### config.mk
export PLATFORM = sky130hd
export DESIGN_NAME = sdram_memtest
export DESIGN_NICKNAME = d
export VERILOG_FILES = /design/src/rtl/sdram_memtest.sv
export SDC_FILE = /design/constraint.sdc
export NUM_CORES = 1
export LEC_CHECK = 0
export CAP_MARGIN = 0
export CORE_MARGIN = 2
export CORE_UTILIZATION = 54
export CTS_CLUSTER_DIAMETER = 100
export DETAILED_ROUTE_END_ITERATION = 10
export DONT_BUFFER_PORTS = 1
export GPL_TIMING_DRIVEN = 0
export PLACE_DENSITY = 0.7
export SYNTH_ARGS = -nofsm -noshare
export SYNTH_HDL_FRONTEND = slang
export SYNTH_SLANG_ARGS = --single-unit
### constraint.sdc
create_clock -name clk -period 6.51 [get_ports clk]
set_clock_uncertainty 0.1 [all_clocks]
set_input_delay 1.302 -clock clk [delete_from_list [all_inputs] [get_ports clk]]
set_output_delay 1.302 -clock clk [all_outputs]
set_load 0.01 [all_outputs]
### src/rtl/sdram_memtest.sv
// sdram_memtest: self-checking SDRAM traffic generator.
// Writes a selectable pattern over a word address range, reads the range
// back, compares each word against the regenerated pattern, and reports
// pass/fail plus details of the first mismatching word.
// One access is outstanding at a time and read data returns in order.
module sdram_memtest #(
  parameter int              AW         = 23,
  parameter int              DW         = 16,
  parameter logic [AW-1:0]   START_ADDR = '0,
  parameter logic [AW-1:0]   END_ADDR   = {AW{1'b1}},
  parameter logic [15:0]     SEED       = 16'hACE1,
  parameter int              TIMEOUT    = 1024
) (
  input  logic          clk,
  input  logic          rst_n,
  input  logic          start,
  input  logic [1:0]    pattern_sel,
  output logic          busy,
  output logic          done,
  output logic          pass,
  output logic          fail,
  output logic          timeout,
  output logic [15:0]   err_count,
  output logic [AW-1:0] err_addr,
  output logic [DW-1:0] err_exp,
  output logic [DW-1:0] err_got,
  output logic          bus_read,
  output logic          bus_write,
  output logic [AW-1:0] bus_addr,
  output logic [DW-1:0] bus_wdata,
  input  logic          bus_ready,
  input  logic          bus_rvalid,
  input  logic [DW-1:0] bus_rdata
);

  typedef enum logic [2:0] {
    S_IDLE,
    S_WRITE,
    S_RD_REQ,
    S_RD_WAIT,
    S_DONE
  } state_t;

  // Watchdog fires on the cycle its count has reached TIMEOUT-1, i.e. after
  // TIMEOUT cycles spent waiting for read data.
  localparam logic [31:0] WdogLast = 32'(TIMEOUT - 1);

  state_t        r_state;
  state_t        w_stateNext;

  logic [AW-1:0] r_addr;
  logic [15:0]   r_lfsr;
  logic [1:0]    r_patSel;
  logic [31:0]   r_wdog;
  logic [15:0]   r_errCount;
  logic [AW-1:0] r_errAddr;
  logic [DW-1:0] r_errExp;
  logic [DW-1:0] r_errGot;
  logic          r_timeout;
  logic          r_pass;
  logic          r_fail;

  logic          w_lastAddr;
  logic          w_wdogExpired;
  logic [15:0]   w_addr16;
  logic [15:0]   w_pat16;
  logic [DW-1:0] w_expData;
  logic [15:0]   w_lfsrNext;
  logic          w_mismatch;
  logic [15:0]   w_errNext;

  // Address is compared against END before any increment, so a range that
  // ends at the top of the address space never needs to wrap.
  assign w_lastAddr    = (r_addr == END_ADDR);
  assign w_wdogExpired = (r_wdog == WdogLast);

  // Fibonacci LFSR x^16+x^14+x^13+x^11+1 in right-shift form; the write and
  // read phases both start from SEED so they walk the identical sequence.
  assign w_lfsrNext = {r_lfsr[0] ^ r_lfsr[2] ^ r_lfsr[3] ^ r_lfsr[5], r_lfsr[15:1]};

  // Pattern generator: 16-bit pattern for the current address, then fitted
  // to the bus width (zero-extended or truncated).
  always_comb begin
    w_addr16 = 16'(r_addr);
    w_pat16  = 16'h0000;
    case (r_patSel)
      2'd0:    w_pat16 = w_addr16;
      2'd1:    w_pat16 = ~w_addr16;
      2'd2:    w_pat16 = r_lfsr;
      default: w_pat16 = r_addr[0] ? 16'h5555 : 16'hAAAA;
    endcase
    w_expData = DW'(w_pat16);
  end

  // Read-back comparison and saturating error count.
  always_comb begin
    w_mismatch = (bus_rdata != w_expData);
    w_errNext  = r_errCount;
    if (w_mismatch && (r_errCount != 16'hFFFF)) begin
      w_errNext = r_errCount + 16'd1;
    end
  end

  // State register; reset returns to IDLE immediately, which also drops the
  // bus request strobes since they decode straight from the state.
  always_ff @(posedge clk or negedge rst_n) begin
    if (!rst_n) begin
      r_state <= S_IDLE;
    end else begin
      r_state <= w_stateNext;
    end
  end

  // Next-state decode plus the state-derived bus and status outputs.
  always_comb begin
    w_stateNext = r_state;
    bus_write   = 1'b0;
    bus_read    = 1'b0;
    busy        = 1'b0;
    done        = 1'b0;
    case (r_state)
      S_IDLE: begin
        if (start) w_stateNext = S_WRITE;
      end
      S_WRITE: begin
        bus_write = 1'b1;
        busy      = 1'b1;
        if (bus_ready && w_lastAddr) w_stateNext = S_RD_REQ;
      end
      S_RD_REQ: begin
        bus_read = 1'b1;
        busy     = 1'b1;
        if (bus_ready) w_stateNext = S_RD_WAIT;
      end
      S_RD_WAIT: begin
        busy = 1'b1;
        if (bus_rvalid) begin
          w_stateNext = w_lastAddr ? S_DONE : S_RD_REQ;
        end else if (w_wdogExpired) begin
          w_stateNext = S_DONE;
        end
      end
      S_DONE: begin
        done = 1'b1;
        if (start) w_stateNext = S_WRITE;
      end
      default: w_stateNext = S_IDLE;
    endcase
  end

  // Datapath: address/LFSR stepping, watchdog, error capture and the
  // pass/fail verdict which is registered as DONE is entered.
  always_ff @(posedge clk or negedge rst_n) begin
    if (!rst_n) begin
      r_addr     <= '0;
      r_lfsr     <= SEED;
      r_patSel   <= 2'd0;
      r_wdog     <= '0;
      r_errCount <= '0;
      r_errAddr  <= '0;
      r_errExp   <= '0;
      r_errGot   <= '0;
      r_timeout  <= 1'b0;
      r_pass     <= 1'b0;
      r_fail     <= 1'b0;
    end else begin
      case (r_state)
        S_IDLE, S_DONE: begin
          if (start) begin
            r_addr     <= START_ADDR;
            r_lfsr     <= SEED;
            r_patSel   <= pattern_sel;
            r_wdog     <= '0;
            r_errCount <= '0;
            r_errAddr  <= '0;
            r_errExp   <= '0;
            r_errGot   <= '0;
            r_timeout  <= 1'b0;
            r_pass     <= 1'b0;
            r_fail     <= 1'b0;
          end
        end
        S_WRITE: begin
          if (bus_ready) begin
            if (w_lastAddr) begin
              r_addr <= START_ADDR;
              r_lfsr <= SEED;
            end else begin
              r_addr <= r_addr + 1'b1;
              r_lfsr <= w_lfsrNext;
            end
          end
        end
        S_RD_REQ: begin
          if (bus_ready) r_wdog <= '0;
        end
        S_RD_WAIT: begin
          if (bus_rvalid) begin
            r_lfsr     <= w_lfsrNext;
            r_errCount <= w_errNext;
            if (w_mismatch && (r_errCount == 16'h0000)) begin
              r_errAddr <= r_addr;
              r_errExp  <= w_expData;
              r_errGot  <= bus_rdata;
            end
            if (w_lastAddr) begin
              r_pass <= (w_errNext == 16'h0000);
              r_fail <= (w_errNext != 16'h0000);
            end else begin
              r_addr <= r_addr + 1'b1;
            end
          end else if (w_wdogExpired) begin
            r_timeout <= 1'b1;
            r_fail    <= 1'b1;
            r_pass    <= 1'b0;
          end else begin
            r_wdog <= r_wdog + 32'd1;
          end
        end
        default: ;
      endcase
    end
  end

  assign pass      = r_pass;
  assign fail      = r_fail;
  assign timeout   = r_timeout;
  assign err_count = r_errCount;
  assign err_addr  = r_errAddr;
  assign err_exp   = r_errExp;
  assign err_got   = r_errGot;
  assign bus_addr  = r_addr;
  assign bus_wdata = (r_state == S_WRITE) ? w_expData : '0;

endmodule

==> results.py <==
metrics = {
    "cts": {
        "tritoncts_num_sinks": 150,
        "holdBufCountCts": 0,
        "clkSlewWorstSetupHoldPaths_ns": 0.06,
        "postCtsResizedCells": 0,
        "clkLatencyLatePin_ns": 0.43,
        "cts_buffers": 17,
        "cts-root-buf": "clkbuf_16",
        "post_cts_repair_setup_buffers": 0,
        "cts_max_path_buffers": 2,
        "cts_htree_levels": 4,
        "tritoncts": "yes",
    },
    "setup_path": {
        "r2r_start": "bus_addr[0]",
        "critPathKind": "reg -> reg",
        "crit_path_dat_ns": 4.21,
        "r2r_setup_slack_ns": 2.52,
        "timing.critical_path.to_type": "flop",
        "setup.worst_path.start_class": "flop",
        "crit_path_max_fanout": 10,
        "r2r-end": "fail",
        "critical_path_required_ns": 6.73,
        "timing.reg2reg.worst_path_depth": 10,
    },
    "sta": {
        "hold-worst-slack_ns": 0.411,
        "post-route-period-util": 0.613,
        "fin_crit_ns": 3.99,
        "number_of_setup_violations_in_the_final_report": 0,
        "hold_viol": 0,
        "worst_slew_pin_tran_ns": 0.801,
        "setup-tns-final_ns": 0,
        "grt_setup_unrepaired": "no",
        "slew_viol_final": 0,
        "maxClockFrequency_mhz": 251,
        "relSlewSlack": 0.462,
    },
    "die": {
        "start_util": 0.548,
        "boundaryPins": 140,
        "floorplan.die_area_um2": 16300,
        "area_of_the_core_region_um2": 15100,
        "floorplan.die.height_um": 128,
        "rows": 45,
        "dieWidth_um": 128,
    },
    "detailed_routing": {
        "drt_drc_violations_left": 0,
        "detail_route.wl_per_cell_um": 19.6,
        "drt.antenna.violating_nets": 0,
        "drt-pass1-iter-count": 5,
        "detail_route.vias_per_cell": 6.07,
        "wirelength_mm": 22.6,
        "via_count": 6992,
        "detailedRoute.firstIterationViolations": 665,
    },
    "synth": {
        "post_synthesis_average_cell_area_um2": 8.88,
        "synth_enable_flop_cells": 0,
        "synth-seq-area-share": 0.455,
        "netlist_top_cells_count": "174 x nand2_1, 142 x dfrtp_1, 83 x nor2_1",
        "synthesis.area_um2": 8270,
        "ys_async_sr_fraction": 1.00,
        "synth_flop_type": "dfrtp_1",
        "synth.most_common_cell": "nand2_1",
        "postSynthRegisterBits": 150,
        "synth.yosys.warnings": 0,
        "syn-num-nets": 958,
        "ys_types": 67,
        "synth.largest_area_cell": "dfrtp_1",
        "synth_area_leaders": "dfrtp_1 43%, nand2_1 7.9%, nor2_1 3.8%",
        "synth_largest_type_area_fraction": 0.430,
        "synth_cells": 931,
    },
    "finish": {
        "antenna_fix_cells": 0,
        "fill_cells": 1350,
        "fin_area_um2": 9100,
        "final_util": 0.603,
        "share_of_layout_cells_above_drive_strength_1": 0.0955,
        "nets": 977,
        "area.growth.synth_to_final_pct": 10.0,
    },
    "power": {
        "p_leak_uw": 0.00379,
        "power.density_nw_per_um2": 411,
        "total_power_uw": 3740,
        "irDropWorstVdd_uv": 262,
    },
    "worst_hold_path": {
        "hold_depth": 2,
        "worst_hold_path_endpoint": "r_lfsr[8]",
        "worstHoldStart": "r_lfsr[8]",
        "hold_path.class": "reg -> reg",
    },
    "global_routing": {
        "grt_overflow_total": 0,
        "grt_first_pass_wirelength_mm": 35.9,
        "grt_use_total": 0.281,
        "pin_count_of_the_biggest_net_entering_global_routing": 151,
        "grt_pass1_vias": 6757,
        "grt_antenna_before_repair": 0,
    },
    "job": {
        "maxCapViolCount": 0,
    },
    "run_status": {
        "status": "finished, final reports clean",
    },
    "placement": {
        "gpl.final_weighted_congestion": 0.883,
        "dpl_cell_area_um2": 8500,
        "dpl.hpwl_mm": 16.0,
        "number_of_i_o_port_buffers": 0,
    },
}
## layer usage
layer	global-route usage	wire, um
met5	0	0
met4	0.0827	319
met3	0.0751	1520
met2	0.451	10800
met1	0.375	9920
## flip-flops by register name, summed over array words and instances, names as in the netlist
register and cells:
r_wdog 32, bus_addr 23, err_addr 23, err_count 16
err_exp 16, err_got 16, r_lfsr 16, r_state 3
r_patSel 2, fail 1, pass 1, timeout 1
## placed cells by master, fill, tap and decap left out, types with 5 or more instances in the layout
cell,instances
a21oi_1,31
a31oi_1,10
and2_1,6
and3_1,20
and4_1,6
buf_2,13
buf_4,9
clkbuf_1,31
clkbuf_16,17
dfrtp_1,142
dfstp_2,8
inv_1,17
mux2_2,7
mux2i_1,20
nand2_1,174
nand2b_1,15
nand3_1,32
nand4_1,24
nor2_1,83
nor2b_1,5
nor3_1,19
nor4_1,11
o21ai_0,43
o21ai_1,39
o22a_1,8
o31ai_1,23
or3_1,9
xnor2_1,22
xor2_1,35
## critical path: stages (launching register included)
cell and delay [ns]:
dfrtp_1 0.61, clkbuf_1 0.50, mux2i_1 0.15, mux2i_1 0.42, xor2_1 0.16, nand4_1 0.24, nor2_2 0.14, a2111oi_2 0.69
mux2i_1 0.26, o2111ai_1 0.25, a32o_1 0.35
## cell families (layout without fill, tap and decap cells)
family / count (synthesis) / count (layout) / synth area share
AND/OR/NAND/NOR: 425 / 425 / 0.244
AO/OA/AOI/OAI: 188 / 188 / 0.145
flip-flops: 150 / 150 / 0.455
buffers and inverters: 74 / 106 / 0.0433
XOR/XNOR: 57 / 57 / 0.0604
multiplexers: 33 / 33 / 0.0456
adder cells (fa/ha/maj): 4 / 4 / 0.00605
## worst max path at each step
stage,startpoint,to,slack (ns),cells after the start
3_3_place_gp,bus_addr[0],fail,2.65,10
6_report,bus_addr[0],fail,2.52,10
2_1_floorplan,bus_rdata[12],fail,3.23,7
4_1_cts,bus_addr[0],fail,2.56,10
5_1_grt,bus_addr[0],fail,2.27,10
3_5_place_dp,bus_addr[0],fail,2.59,10
## layout make-up
type | count | area [um^2] | share of cell area
plain buffers | 57 | 294 | 0.0323
flip-flops and latches | 150 | 3760 | 0.414
clock inverters | 10 | 121 | 0.0133
clock buffers | 22 | 474 | 0.0521
inverters | 17 | 63.8 | 0.00701
multi-input cells | 707 | 4150 | 0.456
well taps | 188 | 235 | 0.0259
## metrics by stage
step / instances / setup WS, ns
final: 1151 / 2.52
after global routing: 1151 / 2.27
after CTS: 1151 / 2.56
after detailed placement: 1119 / 2.59
after global placement: 1119 / 2.65
after floorplan: 931 / 3.23
## report_power, final
| group | switching (uW) | total, uW | internal, uW | leakage, uW |
|---|---|---|---|---|
| logic | 938 | 1430 | 487 | 0.00148 |
| clock network | 401 | 997 | 597 | 0.000279 |
| registers | 206 | 1320 | 1110 | 0.00203 |
| total | 1540 | 3740 | 2200 | 0.00379 |
No activity file was read; power rests on OpenSTA's default activity.
